## src/rtl/lcd_write_arbiter_if.sv

```systemverilog
// One requester's write channel into lcd_write_arbiter.
// The requester holds req/data/cd stable until ack pulses.
interface lcd_write_arbiter_if;
  localparam int unsigned DATA_W = 32;

  logic              req;
  logic [DATA_W-1:0] data;
  logic              cd;
  logic              ack;

  modport master (output req, output data, output cd, input ack);
  modport slave  (input req, input data, input cd, output ack);
endinterface

```

## src/rtl/lcd_write_arbiter.sv

```systemverilog
// Round-robin arbiter sharing one LCD write port between two requesters.
// Optional LCD_ARB_TIMEOUT_EN adds a WAIT-state timeout that force-releases and pulses err.
module lcd_write_arbiter #(
  parameter int unsigned GUARD_CYCLES   = 2
`ifdef LCD_ARB_TIMEOUT_EN
  ,
  parameter int unsigned TIMEOUT_CYCLES = 4096
`endif
) (
  input  logic                clk,
  input  logic                rst,
  lcd_write_arbiter_if.slave  rq0,
  lcd_write_arbiter_if.slave  rq1,
  output logic [31:0]         lcd_data,
  output logic                lcd_cd,
  output logic                lcd_en,
  input  logic                lcd_available,
  output logic [1:0]          grant,
  output logic                busy,
  output logic                err
);

  localparam int unsigned GUARD_W = (GUARD_CYCLES > 1) ? $clog2(GUARD_CYCLES) : 1;
`ifdef LCD_ARB_TIMEOUT_EN
  localparam int unsigned TIMEOUT_W = (TIMEOUT_CYCLES > 1) ? $clog2(TIMEOUT_CYCLES) : 1;
`endif

  localparam logic [1:0] S_IDLE  = 2'd0;
  localparam logic [1:0] S_ISSUE = 2'd1;
  localparam logic [1:0] S_GUARD = 2'd2;
  localparam logic [1:0] S_WAIT  = 2'd3;

  logic [1:0]         state, state_nxt;
  logic [GUARD_W-1:0] gcnt, gcnt_nxt;
  logic               ptr, ptr_nxt;
  logic [31:0]        data_nxt;
  logic               cd_nxt, en_nxt, busy_nxt, err_nxt;
  logic [1:0]         grant_nxt;
  logic               ack0_q, ack1_q, ack0_nxt, ack1_nxt;
  logic               win_c;
`ifdef LCD_ARB_TIMEOUT_EN
  logic [TIMEOUT_W-1:0] tcnt, tcnt_nxt;
`endif

  // ptr=0 gives requester 0 the tie; a sole requester always wins
  assign win_c   = (rq0.req && rq1.req) ? ptr : rq1.req;
  assign rq0.ack = ack0_q;
  assign rq1.ack = ack1_q;

  always_comb begin
    state_nxt = state;
    gcnt_nxt  = gcnt;
    ptr_nxt   = ptr;
    data_nxt  = lcd_data;
    cd_nxt    = lcd_cd;
    en_nxt    = 1'b0;
    grant_nxt = grant;
    busy_nxt  = busy;
    ack0_nxt  = 1'b0;
    ack1_nxt  = 1'b0;
    err_nxt   = 1'b0;
`ifdef LCD_ARB_TIMEOUT_EN
    tcnt_nxt  = tcnt;
`endif
    case (state)
      S_IDLE: begin
        if (lcd_available && (rq0.req || rq1.req)) begin
          data_nxt  = win_c ? rq1.data : rq0.data;
          cd_nxt    = win_c ? rq1.cd : rq0.cd;
          grant_nxt = win_c ? 2'b10 : 2'b01;
          en_nxt    = 1'b1;
          busy_nxt  = 1'b1;
          state_nxt = S_ISSUE;
        end
      end
      S_ISSUE: begin
        gcnt_nxt  = GUARD_W'(GUARD_CYCLES - 1);
        state_nxt = S_GUARD;
      end
      S_GUARD: begin
        // lcd_available may still show the pre-write level here
        if (gcnt == '0) begin
          state_nxt = S_WAIT;
`ifdef LCD_ARB_TIMEOUT_EN
          tcnt_nxt  = '0;
`endif
        end else begin
          gcnt_nxt = gcnt - GUARD_W'(1);
        end
      end
      S_WAIT: begin
        if (lcd_available) begin
          ack0_nxt  = grant[0];
          ack1_nxt  = grant[1];
          ptr_nxt   = grant[0];
          grant_nxt = 2'b00;
          busy_nxt  = 1'b0;
          state_nxt = S_IDLE;
        end
`ifdef LCD_ARB_TIMEOUT_EN
        else if (tcnt == TIMEOUT_W'(TIMEOUT_CYCLES - 1)) begin
          ack0_nxt  = grant[0];
          ack1_nxt  = grant[1];
          ptr_nxt   = grant[0];
          grant_nxt = 2'b00;
          busy_nxt  = 1'b0;
          err_nxt   = 1'b1;
          state_nxt = S_IDLE;
        end else begin
          tcnt_nxt = tcnt + TIMEOUT_W'(1);
        end
`endif
      end
      default: state_nxt = S_IDLE;
    endcase
  end

  always_ff @(posedge clk or negedge rst) begin
    if (!rst) begin
      state    <= S_IDLE;
      gcnt     <= '0;
      ptr      <= 1'b0;
      lcd_data <= '0;
      lcd_cd   <= 1'b0;
      lcd_en   <= 1'b0;
      grant    <= 2'b00;
      busy     <= 1'b0;
      err      <= 1'b0;
      ack0_q   <= 1'b0;
      ack1_q   <= 1'b0;
`ifdef LCD_ARB_TIMEOUT_EN
      tcnt     <= '0;
`endif
    end else begin
      state    <= state_nxt;
      gcnt     <= gcnt_nxt;
      ptr      <= ptr_nxt;
      lcd_data <= data_nxt;
      lcd_cd   <= cd_nxt;
      lcd_en   <= en_nxt;
      grant    <= grant_nxt;
      busy     <= busy_nxt;
      err      <= err_nxt;
      ack0_q   <= ack0_nxt;
      ack1_q   <= ack1_nxt;
`ifdef LCD_ARB_TIMEOUT_EN
      tcnt     <= tcnt_nxt;
`endif
    end
  end

endmodule

```

## src/flat_wrapper.sv

```systemverilog
// flat-port wrapper written by rule: the top's interface ports become plain ports
module lcd_write_arbiter_flat 
#(
  parameter int unsigned GUARD_CYCLES   = 2

)
  (clk, rst, lcd_data, lcd_cd, lcd_en, lcd_available, grant, busy, err, rq0_req, rq0_data, rq0_cd, rq0_ack, rq1_req, rq1_data, rq1_cd, rq1_ack);
  lcd_write_arbiter_if rq0_i ();
  lcd_write_arbiter_if rq1_i ();
  input  logic clk;
  input  logic rst;
  output logic [31:0] lcd_data;
  output logic lcd_cd;
  output logic lcd_en;
  input  logic lcd_available;
  output logic [1:0] grant;
  output logic busy;
  output logic err;
  input wire logic [$bits(rq0_i.req)-1:0] rq0_req;
  input wire logic [$bits(rq0_i.data)-1:0] rq0_data;
  input wire logic [$bits(rq0_i.cd)-1:0] rq0_cd;
  output wire logic [$bits(rq0_i.ack)-1:0] rq0_ack;
  input wire logic [$bits(rq1_i.req)-1:0] rq1_req;
  input wire logic [$bits(rq1_i.data)-1:0] rq1_data;
  input wire logic [$bits(rq1_i.cd)-1:0] rq1_cd;
  output wire logic [$bits(rq1_i.ack)-1:0] rq1_ack;
  assign rq0_i.req = rq0_req;
  assign rq0_i.data = rq0_data;
  assign rq0_i.cd = rq0_cd;
  assign rq0_ack = rq0_i.ack;
  assign rq1_i.req = rq1_req;
  assign rq1_i.data = rq1_data;
  assign rq1_i.cd = rq1_cd;
  assign rq1_ack = rq1_i.ack;
  lcd_write_arbiter #(.GUARD_CYCLES(GUARD_CYCLES)) u_core (.clk(clk), .rst(rst), .rq0(rq0_i), .rq1(rq1_i), .lcd_data(lcd_data), .lcd_cd(lcd_cd), .lcd_en(lcd_en), .lcd_available(lcd_available), .grant(grant), .busy(busy), .err(err));
endmodule
```

## config.mk

```make
export PLATFORM = sky130hd
export DESIGN_NAME = lcd_write_arbiter_flat
export DESIGN_NICKNAME = d
export VERILOG_FILES = /design/src/rtl/lcd_write_arbiter_if.sv /design/src/rtl/lcd_write_arbiter.sv /design/src/flat_wrapper.sv
export SDC_FILE = /design/constraint.sdc
export NUM_CORES = 1
export LEC_CHECK = 0
export CORE_UTILIZATION = 35
export CTS_CLUSTER_DIAMETER = 200
export DETAILED_ROUTE_END_ITERATION = 12
export PLACE_DENSITY = 0.76
export REMOVE_ABC_BUFFERS = 1
export SLEW_MARGIN = 5
export SYNTH_ARGS = -nofsm -noshare
export SYNTH_HDL_FRONTEND = slang
export SYNTH_SLANG_ARGS = --single-unit
```

## constraint.sdc

```tcl
create_clock -name clk -period 1.55 [get_ports clk]
set_input_delay 0.31 -clock clk [delete_from_list [all_inputs] [get_ports clk]]
set_output_delay 0.31 -clock clk [all_outputs]
set_load 0.01 [all_outputs]
```

-- After elaboration in Yosys (flattened, before gate mapping)
Cells that the tools add are included.
- latch bits: 0
- bits in read-only memories: 0
- memories kept: 0
- flip-flop bits (word level): 43
- bits in writable memories: 0
- divide/modulo/power cells: 0
- multipliers: 0
- shift operators: 0
- magnitude comparators: 0
- equal/unequal tests: 6
- add/sub/neg operators: 1
- reductions and logical operators: 10
- muxes and demuxes: 21
- bitwise operators: 0
- operators with widths (operator ; number):
    32-bit 2-to-1 mux ; 1
    1-bit 2-to-1 mux ; 11
    2-bit 2-to-1 mux ; 5
    2-bit one-hot mux with 4 select lines ; 1
    3-bit AND reduction ; 2
    2-bit == test (second input constant) ; 2
    2-bit != test (second input constant) ; 2
    1-bit one-hot mux with 2 select lines ; 2
    2-bit one-hot mux with 2 select lines ; 1
    2-bit AND reduction ; 2
    2-bit nonzero test ; 2
    2-bit by 1-bit == test with 1-bit output (second input constant) ; 1
    1-bit logical AND ; 2
    2-bit logical NOT ; 1
    2-bit by 1-bit != test with 1-bit output (second input constant) ; 1
    1-bit logical OR ; 1
    1-bit subtractor (second input constant) ; 1

-- Longest topological paths before layout
- word-level depth: 5
- depth in mapped cells: 6

-- Least setup slack after synthesis
No wires, ideal clock.
- path kind: register to register
- start point: reg u_core.state[0]
- end point: reg u_core.grant[0]
- path slack: -0.083 ns
- library setup time: 0.125 ns
- data arrival time: 1.508 ns
- clock period less this slack: 1.633 ns
- stages on the path, launching flop included: 6
- path through: dfrtp_1 -> inv_1 -> ha_1 -> or3b_4 -> nand3b_1 -> mux2_2
- longest elaborated chain between the ends: 3
- RTL lines (item ; line ; RTL):
    start: declaration ; lcd_write_arbiter.sv:33 ; logic [1:0] state, state_nxt;
    start signal: assignment ; lcd_write_arbiter.sv:135 ; state <= state_nxt;
    2-bit == test or 2-bit logical NOT (tied branches) ; lcd_write_arbiter.sv:65 ; case (state)
    2-bit != test (no source line) (tied with other cells) ; n/a ;
    3-bit AND reduction (no source line) ; n/a ;
    end signal: assignment ; lcd_write_arbiter.sv:141 ; grant <= grant_nxt;
    end: declaration ; lcd_write_arbiter.sv:18 ; output logic [1:0] grant,
Parallel ways exist; a longest one is shown, timed or not.
A chain may end at the register's enable or synchronous reset.

-- Worst setup path after layout
- start point: reg u_core.state[0]
- end point: reg u_core.grant[1]
The elaborated chain is that of the path after synthesis.

==> metrics.log <==
INFO  metric finalWorstPathRequiredPeriod = 1.592 ns
INFO  metric final_cell_mix = clkdlybuf4s50_1 (100), dfrtp_1 (43), nor2_1 (34), nand3_1 (33), a31oi_1 (33)
INFO  metric gp_routability_congestion = between 0.7 and 0.8
INFO  metric kind_of_cell_with_the_highest_combined_delay_on_the_critical_path = simple AND/OR/NAND/NOR gates
INFO  metric hold_path_startpoint = u_core.ptr
INFO  metric cts_tree = yes
INFO  metric synth.ff_latch_count = 43
INFO  metric critical_path.startpoint_type = register
INFO  metric hold_path_class = register to register
INFO  metric drt_pre_antenna_iters = 4
INFO  metric mappedNetlistArea = 0.002074 mm2
INFO  metric num_rows = 27
INFO  metric worstPathMaxFanout = 3
INFO  metric cp-startpoint = u_core.state[0]
INFO  metric r2r_setup_slack = -0.04 ns
INFO  metric hold_depth = 1
INFO  metric end_kind = register
INFO  metric finalClockSkew = roughly 0.0067 ns
INFO  metric run_status = finished with violations
INFO  metric p_per_area = roughly 1600 mW/mm2
INFO  metric fin_area = approximately 0.0036 mm2
INFO  metric critical_path_buf_inv_count = 1
INFO  metric cts_num_sinks = between 40 and 50
INFO  metric power.net_switching = between 2 and 2.5 mW
INFO  metric violations = negative setup slack
INFO  metric netlist_instances = 230
INFO  metric wirelength = roughly 6800 um
INFO  metric initial_core_utilization = 0.3699
INFO  metric drc = 0
INFO  metric grt-ovfl-total = 0
INFO  metric grtUsageMet2 = 0.3681
INFO  metric cts_inserted_buffers = 5
INFO  metric maximum_count_of_clock_buffers_along_a_single_path = 2
INFO  metric clock_latency = around 0.29 ns
INFO  metric timing.rr.start = u_core.state[0]
INFO  metric synth.yosys.warnings = 0
INFO  metric globalRouteMet3Util = 0.05057
INFO  metric required_worst_endpoint = ~1.7 ns
INFO  metric dpl-instance-area = between 0.003 and 0.004 mm2
INFO  metric arrival_time_of_the_worst_setup_path = approximately 1.8 ns
INFO  metric seq_power_share = 0.338
INFO  metric floorplan.die.height = just under 80 um
INFO  metric combinationalPowerShare = 0.545
INFO  metric grt_max_degree = 44
INFO  metric core = 0.005608 mm2
INFO  metric mostFrequentLayoutCell = clkdlybuf4s50_1
INFO  metric seq_area_frac_synth = 0.5187
INFO  metric layout_nets = approximately 430
INFO  metric busiest_layer = met2
INFO  metric growth_of_design_area_from_synthesis_to_finish = 71.53%
INFO  metric power.switching_fraction = 0.3489
INFO  metric first_global_vias = between 2,000 and 2,500
INFO  metric buffer_ports.inserted = around 110
INFO  metric drt_first_iter_violations = about 110
INFO  metric dieArea = a little over 0.006 mm2
INFO  metric wire_length_of_the_first_global_routing_pass = around 10,000 um
INFO  metric drt_wl_cell = ~16 um
INFO  metric synth-async-reset-ratio = 1.000
INFO  metric rr_endpoint = u_core.grant[1]
INFO  metric final_layout_size_suffix_gt1_frac = 0.1215
INFO  metric dp_hpwl = approximately 4700 um
INFO  metric io-pin-count = between 100 and 150
INFO  metric clockPowerShare = 0.117
INFO  metric max-cap-violations = 0
INFO  metric antenna_found_initial = 0
INFO  metric synth_top_flop_cell = dfrtp_1
INFO  metric worst_slack = -0.04166 ns
INFO  metric clockRootBuffer = clkbuf_8
INFO  metric htree_levels = 2
INFO  metric viasPerCell = between 5 and 6
INFO  metric power.static_leakage = ~1.5 nW
INFO  metric final-max-slew-violation-count = 0
INFO  metric critPathMaxStageDelay = around 0.39 ns
INFO  metric peak_vdd_ir = 0.8616 mV
INFO  metric clk_pin_slew_worst_paths = about 0.07 ns
INFO  metric synth_edf_count = 0
INFO  metric crit_chain = inv_2 -> ha_4 -> or3b_4 -> nand3b_1 -> mux2_4
INFO  metric yosysUniqueCellTypes = 31
INFO  metric setup.worst_path.class = register to register
INFO  metric avgSynthCellArea = roughly 9 um2
INFO  metric utilization = 0.6345
INFO  metric number_of_failing_hold_endpoints_at_the_final_stage = 0
INFO  metric antenna-diode-count = 0
INFO  metric rsz0062_at_grt = yes
INFO  metric cell_internal_pwr = around 3.8 mW
INFO  metric antenna_violating_nets_post_route = 0
INFO  metric cpMaxStageDelayCell = dfrtp_1
INFO  metric grtUsageMet1 = 0.2676
INFO  metric finalSetupViolations = 2
INFO  metric worst-r2r-cell-count = 5
INFO  metric max_freq = ~630 MHz
INFO  metric grtUsageTotal = 0.2141
INFO  metric final.period_utilization = 1.027
INFO  metric via_count = roughly 2,300
INFO  metric die_w = 78.99 um
INFO  metric hold_path_end = u_core.ptr
-- power groups by stage --
stage / clock, mW / combinational (mW) / sequential [mW]
finish: 0.675 / 3.14 / 1.95
global route: 0.744 / 3.39 / 2.01
CTS: 0.699 / 3.08 / 1.95
detailed placement: 0 / 2.99 / 1.97
global placement: 0 / 2.93 / 1.94
floorplan: 0 / 1.05 / 2.17
-- cell usage after synthesis (2+ instances only) --
| library cell | number | area share |
|---|---|---|
| nand2_1 | 3 | 0.0054 |
| dfrtp_1 | 43 | 0.52 |
| a21oi_1 | 2 | 0.0048 |
| o21ai_1 | 4 | 0.0097 |
| ha_1 | 4 | 0.024 |
| nand3_1 | 33 | 0.080 |
| mux2_2 | 2 | 0.011 |
| and3_1 | 2 | 0.0060 |
| clkbuf_1 | 15 | 0.027 |
| a31oi_1 | 33 | 0.10 |
| o21ai_0 | 29 | 0.070 |
| inv_1 | 5 | 0.0090 |
| nor2_1 | 34 | 0.062 |
| buf_2 | 4 | 0.0097 |
-- per-stage QoR --
step / setup WS (ns) / TNS [ns] / total power, mW / cells / hold slack [ns]
floorplan: -0.5205 / -18.00 / 3.221 / 208 / 0.01441
detailed placement: -0.3081 / -8.610 / 4.957 / 413 / 0.3135
finish: -0.04166 / -0.08145 / 5.768 / 426 / 0.5165
global placement: -0.3136 / -8.700 / 4.874 / 413 / 0.3025
global route: -0.1011 / -0.2017 / 6.141 / 426 / 0.5506
CTS: -0.04961 / -0.09918 / 5.734 / 423 / 0.5194
-- routing by layer --
| metal | share of wire | vias up |
|---|---|---|
| met5 | 0 | - |
| met4 | 0.014 | 0 |
| met3 | 0.070 | 10 |
| met2 | 0.50 | 86 |
| met1 | 0.42 | 1119 |
| li1 | - | 1071 |
-- final cells by class --
class,instances,area (um2)
Inverter,5,18.77
Clock buffer,7,76.32
Fill cell,497,2049
Clock inverter,1,5.005
Multi-Input combinational cell,160,910.9
Tap cell,72,90.09
Timing Repair Buffer,138,1381
Sequential cell,43,1076
-- cells by family (layout without fill, tap and decap cells) --
logic type | after synthesis | after routing | share of synthesized area
AOI/OAI and AO/OA | 75 | 75 | 0.2123
adders and majority gates | 4 | 4 | 0.02413
buffers and inverters | 27 | 151 | 0.05669
DFF | 43 | 43 | 0.5187
muxes | 3 | 3 | 0.01568
other | 1 | 1 | 0.001808
and+or+nand+nor | 77 | 77 | 0.1707
-- sequential cells by signal (all words and copies together) (netlist names) --
name	count
u_core.grant	2
u_core.lcd_cd	1
u_core.state	2
u_core.rq1.ack	1
u_core.lcd_en	1
u_core.lcd_data	32
u_core.rq0.ack	1
u_core.ptr	1
u_core.busy	1
u_core.gcnt	1
-- what timing repair did --
item,CTS,global route
pin swaps,1,1
resized for setup,6,10
setup endpoints to repair,2,22
hold buffers,1,0
buffers inserted,1,2
hold endpoints to repair,1,0
cloned,0,1
-- worst max path at each step --
stage                 endpoint  slack (ns)  depth (start not counted)
2_1_floorplan      u_core.busy       -0.52                          4
3_3_place_gp   u_core.grant[1]       -0.31                          4
3_5_place_dp   u_core.grant[1]       -0.31                          4
4_1_cts        u_core.grant[1]       -0.05                          5
5_1_grt        u_core.grant[1]       -0.10                          5
6_report       u_core.grant[1]       -0.04                          5
-- worst register-to-register path, cell delays in order, from the launching register on --
cell and delay, ns:
dfrtp_1 0.39, inv_2 0.08, ha_4 0.13, or3b_4 0.38
nand3b_1 0.19, mux2_4 0.32
(Power assumes the default switching activity.)
